## config.mk

```make
export PLATFORM = sky130hd
export DESIGN_NAME = eight_bit_4ch_rr_arbiter
export DESIGN_NICKNAME = d
export VERILOG_FILES = /design/src/rtl/eight_bit_4ch_rr_arbiter_pkg.sv /design/src/rtl/eight_bit_4ch_rr_arbiter_one_slot_buffer.sv /design/src/rtl/eight_bit_4ch_rr_arbiter.sv
export SDC_FILE = /design/constraint.sdc
export NUM_CORES = 1
export LEC_CHECK = 0
export CAP_MARGIN = 20
export CORE_ASPECT_RATIO = 0.8
export CORE_UTILIZATION = 30
export DETAILED_ROUTE_END_ITERATION = 10
export PLACE_DENSITY = 0.6
export RECOVER_POWER = 50
export REMOVE_ABC_BUFFERS = 1
export SETUP_SLACK_MARGIN = 0.2
export SYNTH_ARGS = -nofsm -noshare
export SYNTH_HDL_FRONTEND = slang
export SYNTH_SLANG_ARGS = --single-unit
```

## constraint.sdc

```tcl
create_clock -name clk -period 2 [get_ports clk]
set_input_delay 0.4 -clock clk [delete_from_list [all_inputs] [get_ports clk]]
set_output_delay 0.4 -clock clk [all_outputs]
set_load 0.02 [all_outputs]
```

## src/rtl/eight_bit_4ch_rr_arbiter_pkg.sv

```systemverilog
// Shared types and constants for the 4-channel round-robin arbiter feeding the 8-bit 4:1 mux.
// Also holds the round-robin channel pick used by the top-level FSM.
package eight_bit_4ch_rr_arbiter_pkg;

   localparam int WIDTH_DEF = 8;

   localparam logic [1:0] CH_A = 2'd0;
   localparam logic [1:0] CH_B = 2'd1;
   localparam logic [1:0] CH_C = 2'd2;
   localparam logic [1:0] CH_D = 2'd3;

   typedef enum logic {
      IDLE  = 1'b0,
      GRANT = 1'b1
   } state_e;

   // First set bit of full[] scanning last+1, last+2, ... (mod 4).
   // Iterating downward lets the closest candidate overwrite the farther ones.
   function automatic logic [1:0] rr_next(input logic [3:0] full, input logic [1:0] last);
      logic [1:0] idx;
      rr_next = last;
      for (int k = 4; k >= 1; k--) begin
         idx = last + 2'(k);
         if (full[idx]) rr_next = idx;
      end
   endfunction

endpackage

```

## src/rtl/eight_bit_4ch_rr_arbiter_one_slot_buffer.sv

```systemverilog
// One-entry holding register with a full flag.
// A write is taken only while empty; the data register is frozen while full.
module one_slot_buffer
   import eight_bit_4ch_rr_arbiter_pkg::*;
#(
   parameter int WIDTH = WIDTH_DEF
) (
   input  logic             clk,
   input  logic             reset,
   input  logic             wr_i,
   input  logic             clr_i,
   input  logic [WIDTH-1:0] din_i,
   output logic [WIDTH-1:0] dout_o,
   output logic             full_o
);

   logic             full_q, full_d;
   logic [WIDTH-1:0] data_q, data_d;
   logic             wr_ok;

   assign wr_ok = wr_i & ~full_q;

   always_comb begin
      full_d = full_q;
      data_d = data_q;
      if (wr_ok) begin
         full_d = 1'b1;
         data_d = din_i;
      end else if (clr_i) begin
         full_d = 1'b0;
      end
   end

   always_ff @(posedge clk or posedge reset) begin
      if (reset) begin
         full_q <= 1'b0;
         data_q <= '0;
      end else begin
         full_q <= full_d;
         data_q <= data_d;
      end
   end

   assign dout_o = data_q;
   assign full_o = full_q;

endmodule

```

## src/rtl/eight_bit_4ch_rr_arbiter.sv

```systemverilog
// Buffers one byte per channel a..d, grants an occupied channel round-robin and drives mux selects.
// Define ARB_BACK_TO_BACK_EN to chain grants without an IDLE bubble between transfers.
module eight_bit_4ch_rr_arbiter
   import eight_bit_4ch_rr_arbiter_pkg::*;
#(
   parameter int WIDTH = WIDTH_DEF
) (
   input  logic             clk,
   input  logic             reset,
   input  logic [WIDTH-1:0] in_data_a,
   input  logic [WIDTH-1:0] in_data_b,
   input  logic [WIDTH-1:0] in_data_c,
   input  logic [WIDTH-1:0] in_data_d,
   input  logic [3:0]       in_valid,
   output logic [3:0]       in_ready,
   output logic [WIDTH-1:0] ch_a,
   output logic [WIDTH-1:0] ch_b,
   output logic [WIDTH-1:0] ch_c,
   output logic [WIDTH-1:0] ch_d,
   output logic             s0,
   output logic             s1,
   output logic             out_valid,
   input  logic             out_ready
);

   state_e                 state_q, state_d;
   logic [1:0]             sel_q, sel_d;
   logic [1:0]             last_q, last_d;
   logic [3:0]             full, clr;
   logic [3:0][WIDTH-1:0]  din, dout;

   assign din = {in_data_d, in_data_c, in_data_b, in_data_a};

   for (genvar i = 0; i < 4; i++) begin : g_slot
      one_slot_buffer #(.WIDTH(WIDTH)) u_slot (
         .clk    (clk),
         .reset  (reset),
         .wr_i   (in_valid[i]),
         .clr_i  (clr[i]),
         .din_i  (din[i]),
         .dout_o (dout[i]),
         .full_o (full[i])
      );
   end

   always_comb begin
      state_d = state_q;
      sel_d   = sel_q;
      last_d  = last_q;
      clr     = '0;
      case (state_q)
         IDLE: begin
            if (|full) begin
               sel_d   = rr_next(full, last_q);
               state_d = GRANT;
            end
         end
         GRANT: begin
            if (out_ready) begin
               clr[sel_q] = 1'b1;
               last_d     = sel_q;
`ifdef ARB_BACK_TO_BACK_EN
               // Only slots already full at this edge are candidates; the one being served is excluded.
               if (|(full & ~clr)) sel_d = rr_next(full & ~clr, sel_q);
               else                state_d = IDLE;
`else
               state_d = IDLE;
`endif
            end
         end
         default: state_d = IDLE;
      endcase
   end

   always_ff @(posedge clk or posedge reset) begin
      if (reset) begin
         state_q <= IDLE;
         sel_q   <= CH_A;
         last_q  <= CH_D;
      end else begin
         state_q <= state_d;
         sel_q   <= sel_d;
         last_q  <= last_d;
      end
   end

   assign in_ready  = ~full;
   assign out_valid = (state_q == GRANT);
   assign s1        = sel_q[1];
   assign s0        = sel_q[0];
   assign ch_a      = dout[CH_A];
   assign ch_b      = dout[CH_B];
   assign ch_c      = dout[CH_C];
   assign ch_d      = dout[CH_D];

endmodule

```

==> results of run 1 <==
==> placed cells by master, fill, tap and decap left out <==
cell,n
a21o_1,1
inv_1,7
nor3_1,1
or4_1,1
clkinv_2,1
o21ai_0,2
mux2i_1,1
a21oi_1,2
and2b_2,2
clkbuf_8,7
a211o_1,1
nor2_1,5
dfrtp_1,39
a22oi_1,1
dfstp_2,2
a31oi_1,4
buf_4,1
clkbuf_2,1
mux2_2,34
nand4_1,1
clkdlybuf4s50_1,67
o21bai_1,1
nor2b_1,3
clkbuf_1,2
o21a_1,1
and2_4,1
and2b_1,2
nand2_1,1
and2_2,1
dlymetal6s2s_1,1
dlygate4sd2_1,6
dlygate4sd3_1,3
==> flip-flops by register name, summed over array words and instances (netlist names) <==
signal,flops
out_valid,1
g_slot.u_slot.dout_o,32
last_q,2
sel_q,2
g_slot.u_slot.full_o,4
==> what timing repair did <==
| action | 4_1_cts | 5_1_grt |
|---|---|---|
| gates resized for setup | 6 | 1 |
| endpoints found under the setup margin | 6 | 1 |
| hold buffers | 0 | 0 |
| buffers inserted | 0 | 0 |
| gates cloned | 0 | 0 |
==> per-layer routing <==
layer | wire [um] | vias to the layer above | track usage | share of wire
li1 | - | 580 | - | -
met1 | 1694 | 604 | 0.1751 | 0.44
met2 | 1907 | 34 | 0.2399 | 0.49
met3 | 258 | 4 | 0.06786 | 0.066
met4 | 27 | 0 | 0.04375 | 0.0069
met5 | 0 | - | 0 | 0
==> logic make-up (layout without fill, tap and decap cells) <==
family	after synthesis	after routing	synth area share
flops	41	41	0.6176
mux	35	35	0.2359
simple gates	18	18	0.06838
compound gates	13	13	0.05034
buf+inv	11	96	0.02780
==> area by class of cell <==
cell class	instances	area (sq um)
sequential	41	1028
tap	62	77.57
timing repair buffer	81	785.8
clock inverter	1	5.005
multi-input combinational	66	585.6
clock buffer	7	96.34
fill	486	2575
inverter	7	26.28
==> through the flow <==
step	hold WS (ps)	worst slack [ps]	util
4_1_cts	381.2	244.3	0.5077
3_3_place_gp	490.4	342.0	0.4896
3_5_place_dp	496.3	326.3	0.4896
6_report	488.7	332.2	0.5029
2_1_floorplan	517.0	638.2	-
5_1_grt	509.3	171.4	0.5029
==> worst min path at each step <==
stage / startpoint / to / cells after the start
after global placement: g_slot[3].u_slot.dout_o[1] / g_slot[3].u_slot.dout_o[1] / 1
after CTS: reset / g_slot[3].u_slot.dout_o[5] / 2
final: reset / g_slot[3].u_slot.dout_o[7] / 2
after detailed placement: g_slot[3].u_slot.dout_o[5] / g_slot[3].u_slot.dout_o[5] / 1
after floorplan: g_slot[2].u_slot.full_o / g_slot[2].u_slot.full_o / 1
after global routing: reset / g_slot[3].u_slot.dout_o[5] / 2
==> report_power, final <==
group | switching, uW | internal (uW)
combinational | 909 | 1090
clock | 283 | 312
sequential | 292 | 1250
total | 1480 | 2650
==> results.json, run 1 <==
{
  "status": "finished, final reports clean",
  "worstReg2RegStart": "g_slot[3].u_slot.full_o",
  "numCtsBuffers": 5,
  "critical-path-max-stage-delay_ps": 620,
  "stdcell_count": 265,
  "die_w_um": 85.30,
  "total_power_uw": 4138,
  "vias": 1222,
  "cp_slowest_cell": "clkdlybuf4s50_1",
  "hold_violations": 0,
  "synth_most_common_cell": "dfrtp_1",
  "layout_min_cycle_time_ps": 1668,
  "synth-edff-count": 0,
  "syn_area_per_cell_sq_um": 14.11,
  "synthTopCellsByCount": "39 x dfrtp_1, 34 x mux2_2, 7 x inv_1",
  "startpoint_type": "register",
  "dp_hpwl_um": 2930,
  "crit_buf_inv": 1,
  "cts.sinks": 41,
  "first_pass_iters": 4,
  "hold_class": "primary input to asynchronous set/reset pin",
  "path_clk_slew_ps": 80,
  "clk_latency_ps": 290,
  "grt_overflow": 0,
  "cp_max_fo": 2,
  "drtIter0Drc": 39,
  "setup_tns_ps": 0,
  "yosys.area.top_type": "dfrtp_1",
  "slew_violations": 0,
  "drive_gt1_frac": 0.2463,
  "regToRegSetupSlack_ps": 530,
  "synth_cells": 118,
  "syn2layout_area_growth_pct": 56.42,
  "ys_warn_count": 0,
  "crit_family": "buffers and inverters",
  "vdd_drop_max_mv": 0.6866,
  "drc": 0,
  "postSynth.asyncResetShare": 1.000,
  "gp_congestion": 0.7660,
  "leakagePower_uw": 0.001120,
  "drv_cap": 0,
  "cts_buffer_depth": 2,
  "clockRootBuffer": "clkbuf_8",
  "worst_ep_required_time_ps": 1600,
  "post_synth_num_cell_types": 24,
  "r2r_end": "g_slot[3].u_slot.dout_o[4]",
  "yosysSeqAreaShare": 0.6176,
  "tightest_slew_ps": 814.0,
  "synth_area_leaders": "dfrtp_1 59%, mux2_2 23%, dfstp_2 3.2%, inv_1 1.6%, and2b_2 1.6%",
  "end_kind": "output pin",
  "path_class": "register to output pin",
  "htree_levels": 2,
  "layout.nets": 241,
  "arrival_ps": 1270,
  "io_pins": 78,
  "synth_seq_cells": 41,
  "antenna_found_initial": 0,
  "grt_max_degree": 34,
  "die_h_um": 68.64,
  "post-route-cell-area_sq_um": 2605,
  "syn-cell-area_sq_um": 1665,
  "path_cells": "clkdlybuf4s50_1",
  "skew_ps": 3.343,
  "drt_wl_total_um": 3888,
  "port_buffers": 77,
  "power.density_nw_per_um2": 1589,
  "reg2reg_depth": 3,
  "placementRows": 23,
  "crit_cells": 1,
  "dieArea_sq_um": 5855,
  "dp_cells": 257,
  "coreArea_sq_um": 5180,
  "place_area_sq_um": 2536,
  "cts_tree": "yes",
  "wl_per_cell_um": 14.67,
  "endpoint": "ch_b[0]",
  "grt.total_usage": 0.1463,
  "synth_top_area_frac": 0.5860,
  "n_antenna_cell": 0,
  "slew-limit-headroom": 0.4573,
  "fin_crit_sh": 0.8339,
  "grt_setup_unrepaired": "no",
  "final_antenna_net_count": 0,
  "final-setup-viol-count": 0,
  "synth_top_flop_cell": "dfrtp_1",
  "startpoint": "g_slot[1].u_slot.dout_o[0]",
  "vias_per_cell": 4.611,
  "start_util": 0.3215,
  "max_freq_mhz": 599.6,
  "grt_pass1_wl_um": 6382,
  "grt_pass1_vias": 1339
}
Power figures use the tool's default switching activity.
==> run 2: changes to the inputs <==
==> constraint.sdc (replaced) <==
create_clock -name clk -period 1.7 [get_ports clk]
set_input_delay 0.34 -clock clk [delete_from_list [all_inputs] [get_ports clk]]
set_output_delay 0.34 -clock clk [all_outputs]
set_load 0.02 [all_outputs]
==> results.json, run 2 (synthesis gave the netlist of run 1 again) <==
{
  "final_common_cell": "dfrtp_1",
  "fin_ws_ps": 198.7,
  "die_h_um": 68.64,
  "post-route-cell-area_sq_um": 2564,
  "antenna_found_initial": 0,
  "switching_share": 0.3787,
  "total_power_uw": 4556,
  "internal-power_uw": 2830,
  "end_kind": "register",
  "layout_min_cycle_time_ps": 1501,
  "startpoint_type": "primary input",
  "combPwrFrac": 0.465,
  "dieArea_sq_um": 5855,
  "tightest_slew_ps": 645.3,
  "worst_ep_required_time_ps": 1870,
  "power.density_nw_per_um2": 1777,
  "coreArea_sq_um": 5180,
  "drtIter0Drc": 56,
  "die_w_um": 85.30,
  "hold_violations": 0,
  "grt.total_usage": 0.1456,
  "vias": 1250,
  "skew_ps": 10.59,
  "cts_buffer_depth": 2,
  "port_buffers": 77,
  "drt_wl_total_um": 3842,
  "slew-limit-headroom": 0.5698,
  "io_pins": 78,
  "leakagePower_uw": 0.001159,
  "grt_overflow": 0,
  "setup_tns_ps": 0,
  "largest_reg_flops": 32,
  "drive_gt1_frac": 0.2829,
  "hold_class": "primary input to asynchronous set/reset pin",
  "pwr-share-clk": 0.142,
  "fin_crit_sh": 0.8831,
  "drc": 0,
  "htree_levels": 2,
  "gp_congestion": 0.7866,
  "slew_violations": 0,
  "p_sw_uw": 1725,
  "final_antenna_net_count": 0,
  "clk_latency_ps": 290,
  "drv_cap": 0,
  "start_util": 0.3215,
  "max_freq_mhz": 666.1,
  "status": "finished, final reports clean",
  "place_area_sq_um": 2551,
  "path_clk_slew_ps": 80,
  "placementRows": 23,
  "wl_per_cell_um": 14.39,
  "cts.sinks": 41,
  "postCtsSetupBuffers": 0,
  "cts_tree": "yes",
  "vdd_drop_max_mv": 0.7047,
  "pre_cts_ws_ps": 92.10,
  "arrival_ps": 1670,
  "numCtsBuffers": 5,
  "seqPwrFrac": 0.393,
  "n_antenna_cell": 0,
  "grt_pass1_wl_um": 6430,
  "postLayoutCoreUtil": 0.4949,
  "path_class": "primary input to register",
  "final-setup-viol-count": 0,
  "first_pass_iters": 4,
  "cp_max_fo": 8,
  "grt_setup_unrepaired": "no",
  "grt_max_degree": 22,
  "vias_per_cell": 4.682,
  "clockRootBuffer": "clkbuf_8",
  "layout_common_cells": "37 x dfrtp_1, 35 x clkdlybuf4s50_1, 35 x dlygate4sd2_1",
  "grt_pass1_vias": 1347,
  "layout.nets": 243,
  "syn2layout_area_growth_pct": 53.94,
  "dp_hpwl_um": 3017
}
-- run 2: through the flow --
step	hold WS [ps]	instances
3_5_place_dp	498.8	259
3_3_place_gp	490.5	259
2_1_floorplan	491.6	114
4_1_cts	329.4	267
6_report	436.5	267
5_1_grt	494.9	267
-- run 2: power by group through the flow --
stage | registers, uW | clock network, uW | logic (uW)
2_1_floorplan | 2290 | 0 | 745
3_3_place_gp | 1800 | 0 | 2430
3_5_place_dp | 1820 | 0 | 2480
4_1_cts | 1790 | 667 | 2180
5_1_grt | 1870 | 715 | 2290
6_report | 1790 | 646 | 2120
-- run 2: path summary, 6_finish.rpt --
path	slack (ps)	end	from	depth (start not counted)
max	200	g_slot[1].u_slot.dout_o[3]	in_valid[1]	4
max reg2reg	260	g_slot[1].u_slot.dout_o[3]	g_slot[1].u_slot.full_o	3
min	440	g_slot[3].u_slot.dout_o[5]	reset	2
min reg2reg	510	g_slot[1].u_slot.dout_o[2]	g_slot[1].u_slot.dout_o[2]	1
min in group clk	510	g_slot[1].u_slot.dout_o[2]	g_slot[1].u_slot.dout_o[2]	1
max in group asynchronous	370	g_slot[1].u_slot.dout_o[3]	reset	3
-- run 2: worst max-delay path: stages --
cell and delay [ps]:
clkdlybuf4s50_1 460, nor2b_1 120, clkbuf_1 360, mux2_2 390
-- run 2: cell type report --
type                       count  area [sq um]
fill                         490          2616
sequential                    41          1031
timing repair buffer          83         748.2
multi-input combinational     66         590.6
clock buffer                   8         90.09
tap                           62         77.57
inverter                       7         26.28
-- run 2: what timing repair did --
| item | CTS | global route |
|---|---|---|
| gates resized for setup | 42 | 7 |
| hold buffers | 0 | 0 |
| hold endpoints to repair | 0 | 0 |
| endpoints found under the setup margin | 39 | 5 |
| cloned | 0 | 0 |
-- run 2: metal layers --
metal,track usage,wire length (um)
met5,0,0
met3,0.05357,242
met1,0.1777,1635
met4,0.06250,68
met2,0.2369,1895
==> run 3: changes to the inputs <==
--- a/config.mk
+++ b/config.mk
@@ -6,10 +6,12 @@
 export NUM_CORES = 1
 export LEC_CHECK = 0
 export CAP_MARGIN = 20
+export CELL_PAD_IN_SITES_DETAIL_PLACEMENT = 1
+export CELL_PAD_IN_SITES_GLOBAL_PLACEMENT = 2
 export CORE_ASPECT_RATIO = 0.8
-export CORE_UTILIZATION = 30
+export CORE_UTILIZATION = 25
 export DETAILED_ROUTE_END_ITERATION = 10
-export PLACE_DENSITY = 0.6
+export PLACE_DENSITY = 0.76
 export RECOVER_POWER = 50
 export REMOVE_ABC_BUFFERS = 1
 export SETUP_SLACK_MARGIN = 0.2
==> results.json, run 3 (synthesis gave the netlist of run 1 again) <==
{
  "status": "finished, final reports clean",
  "grt_overflow": 0,
  "hold_violations": 0,
  "grt_max_degree": 42,
  "io_pins": 78,
  "startpoint_type": "register",
  "cts.sinks": 41,
  "layout.nets": 246,
  "whs_ps": 503.6,
  "skew_ps": 5.448,
  "grt.total_usage": 0.1337,
  "leakagePower_uw": 0.001178,
  "cts_tree": "yes",
  "worstReg2RegStart": "g_slot[3].u_slot.full_o",
  "clockRootBuffer": "clkbuf_8",
  "p_sw_uw": 1762,
  "port_buffers": 77,
  "slew-limit-headroom": 0.3119,
  "arrival_ps": 1670,
  "vias": 1259,
  "htree_levels": 2,
  "holdPathStages": 1,
  "whs_endpoint": "g_slot[3].u_slot.dout_o[1]",
  "reg2reg_depth": 4,
  "power.density_nw_per_um2": 1761,
  "pre_cts_ws_ps": 97.35,
  "startpoint": "g_slot[3].u_slot.full_o",
  "path_class": "register to register",
  "die_h_um": 75,
  "cp_max_fo": 4,
  "grt_pass1_wl_um": 6948,
  "postCtsSetupBuffers": 0,
  "final_antenna_net_count": 0,
  "clk_latency_ps": 290,
  "path_cells": "buf_4 -> nor2b_1 -> clkbuf_1 -> mux2_2",
  "path_clk_slew_ps": 80,
  "vdd_drop_max_mv": 0.5292,
  "wl_per_cell_um": 14.64,
  "pwr-share-clk": 0.135,
  "placementRows": 26,
  "drt_wl_total_um": 4276,
  "die_w_um": 93.25,
  "n_antenna_cell": 0,
  "fillers": 699,
  "largest_reg_flops": 32,
  "drive_gt1_frac": 0.2788,
  "layout_common_cells": "39 x dfrtp_1, 36 x clkdlybuf4s50_1, 36 x dlygate4sd2_1",
  "post_cts_hold_buffer_count": 0,
  "internal-power_uw": 2812,
  "critical-path-max-stage-delay_ps": 410,
  "dieArea_sq_um": 6994,
  "start_util": 0.2599,
  "slew_violations": 0,
  "postLayoutCoreUtil": 0.4053,
  "hold_class": "register to register",
  "tightest_slew_ps": 1032,
  "hp-start": "g_slot[3].u_slot.dout_o[1]",
  "grt_pass1_vias": 1325,
  "drv_cap": 0,
  "final-setup-viol-count": 0,
  "combPwrFrac": 0.487,
  "switching_share": 0.3853,
  "grt_setup_unrepaired": "no",
  "vias_per_cell": 4.312,
  "drtIter0Drc": 20,
  "cp_slowest_cell": "dfrtp_1",
  "final_common_cell": "dfrtp_1",
  "max_freq_mhz": 668.5,
  "dp_hpwl_um": 3314,
  "numCtsBuffers": 5,
  "end_kind": "register",
  "worst_ep_required_time_ps": 1880,
  "seqPwrFrac": 0.378,
  "gp_congestion": 0.7608,
  "drc": 0,
  "fin_crit_sh": 0.8799,
  "regToRegSetupSlack_ps": 200,
  "total_power_uw": 4574,
  "antenna_found_initial": 0,
  "coreArea_sq_um": 6409,
  "cts_buffer_depth": 2,
  "syn2layout_area_growth_pct": 55.97,
  "layout_min_cycle_time_ps": 1496,
  "setup_tns_ps": 0,
  "r2r_end": "g_slot[3].u_slot.dout_o[5]",
  "fin_ws_ps": 204.2,
  "first_pass_iters": 4
}
## run 3: changes by cell type in the layout (fill, tap and decap cells not counted), moves of 2 or more
cell      change
buf_4         +3
clkbuf_1      -2
clkinv_2      +2
dfrtp_1       +2
dfrtp_2       -2
## run 3: critical path, delay by kind of cell (launching register included)
kind	cells	cell delay [ps]
flip-flops	1	410
buffers and inverters	2	450
multiplexers	1	370
AND/OR/NAND/NOR	1	150
## run 3: power groups by stage
stage	registers, uW	logic (uW)	clock network [uW]
detailed placement	1780	2610	0
finish	1730	2230	616
CTS	1740	2300	646
floorplan	2290	745	0
global route	1820	2390	683
global placement	1760	2580	0
## run 3: per-stage QoR
| stage | instances | area, sq um |
|---|---|---|
| floorplan | 114 | 1645 |
| CTS | 292 | 2636 |
| global route | 292 | 2597 |
| global placement | 284 | 2601 |
| finish | 292 | 2597 |
| detailed placement | 284 | 2601 |
## run 3: final cells by class
type	count	area [sq um]	area share
Tap cell	84	105.1	0.04046
Clock inverter	2	10.01	0.003854
Timing Repair Buffer	86	769.5	0.2962
Sequential cell	41	1028	0.3960
Clock buffer	6	72.57	0.02794
Inverter	7	26.28	0.01012
Multi-Input combinational cell	66	585.6	0.2254
## run 3: worst max path at each step
stage / endpoint
after global routing: g_slot[3].u_slot.dout_o[5]
after global placement: g_slot[1].u_slot.dout_o[6]
final: g_slot[3].u_slot.dout_o[5]
after detailed placement: g_slot[0].u_slot.dout_o[4]
after CTS: in_ready[2]
after floorplan: g_slot[3].u_slot.dout_o[0]
## run 3: layer usage
metal  wire (um)  track usage  vias to the layer above
li1            -            -                      586
met1        2023       0.1897                      633
met2        2008       0.1985                       28
met3         127      0.02828                       12
met4         117      0.05812                        0
met5           0            0                        -
## run 3: timing repair
action                     in CTS  in global routing
resized for setup              40                  5
pin swaps                       0                  0
setup endpoints to repair      39                  3
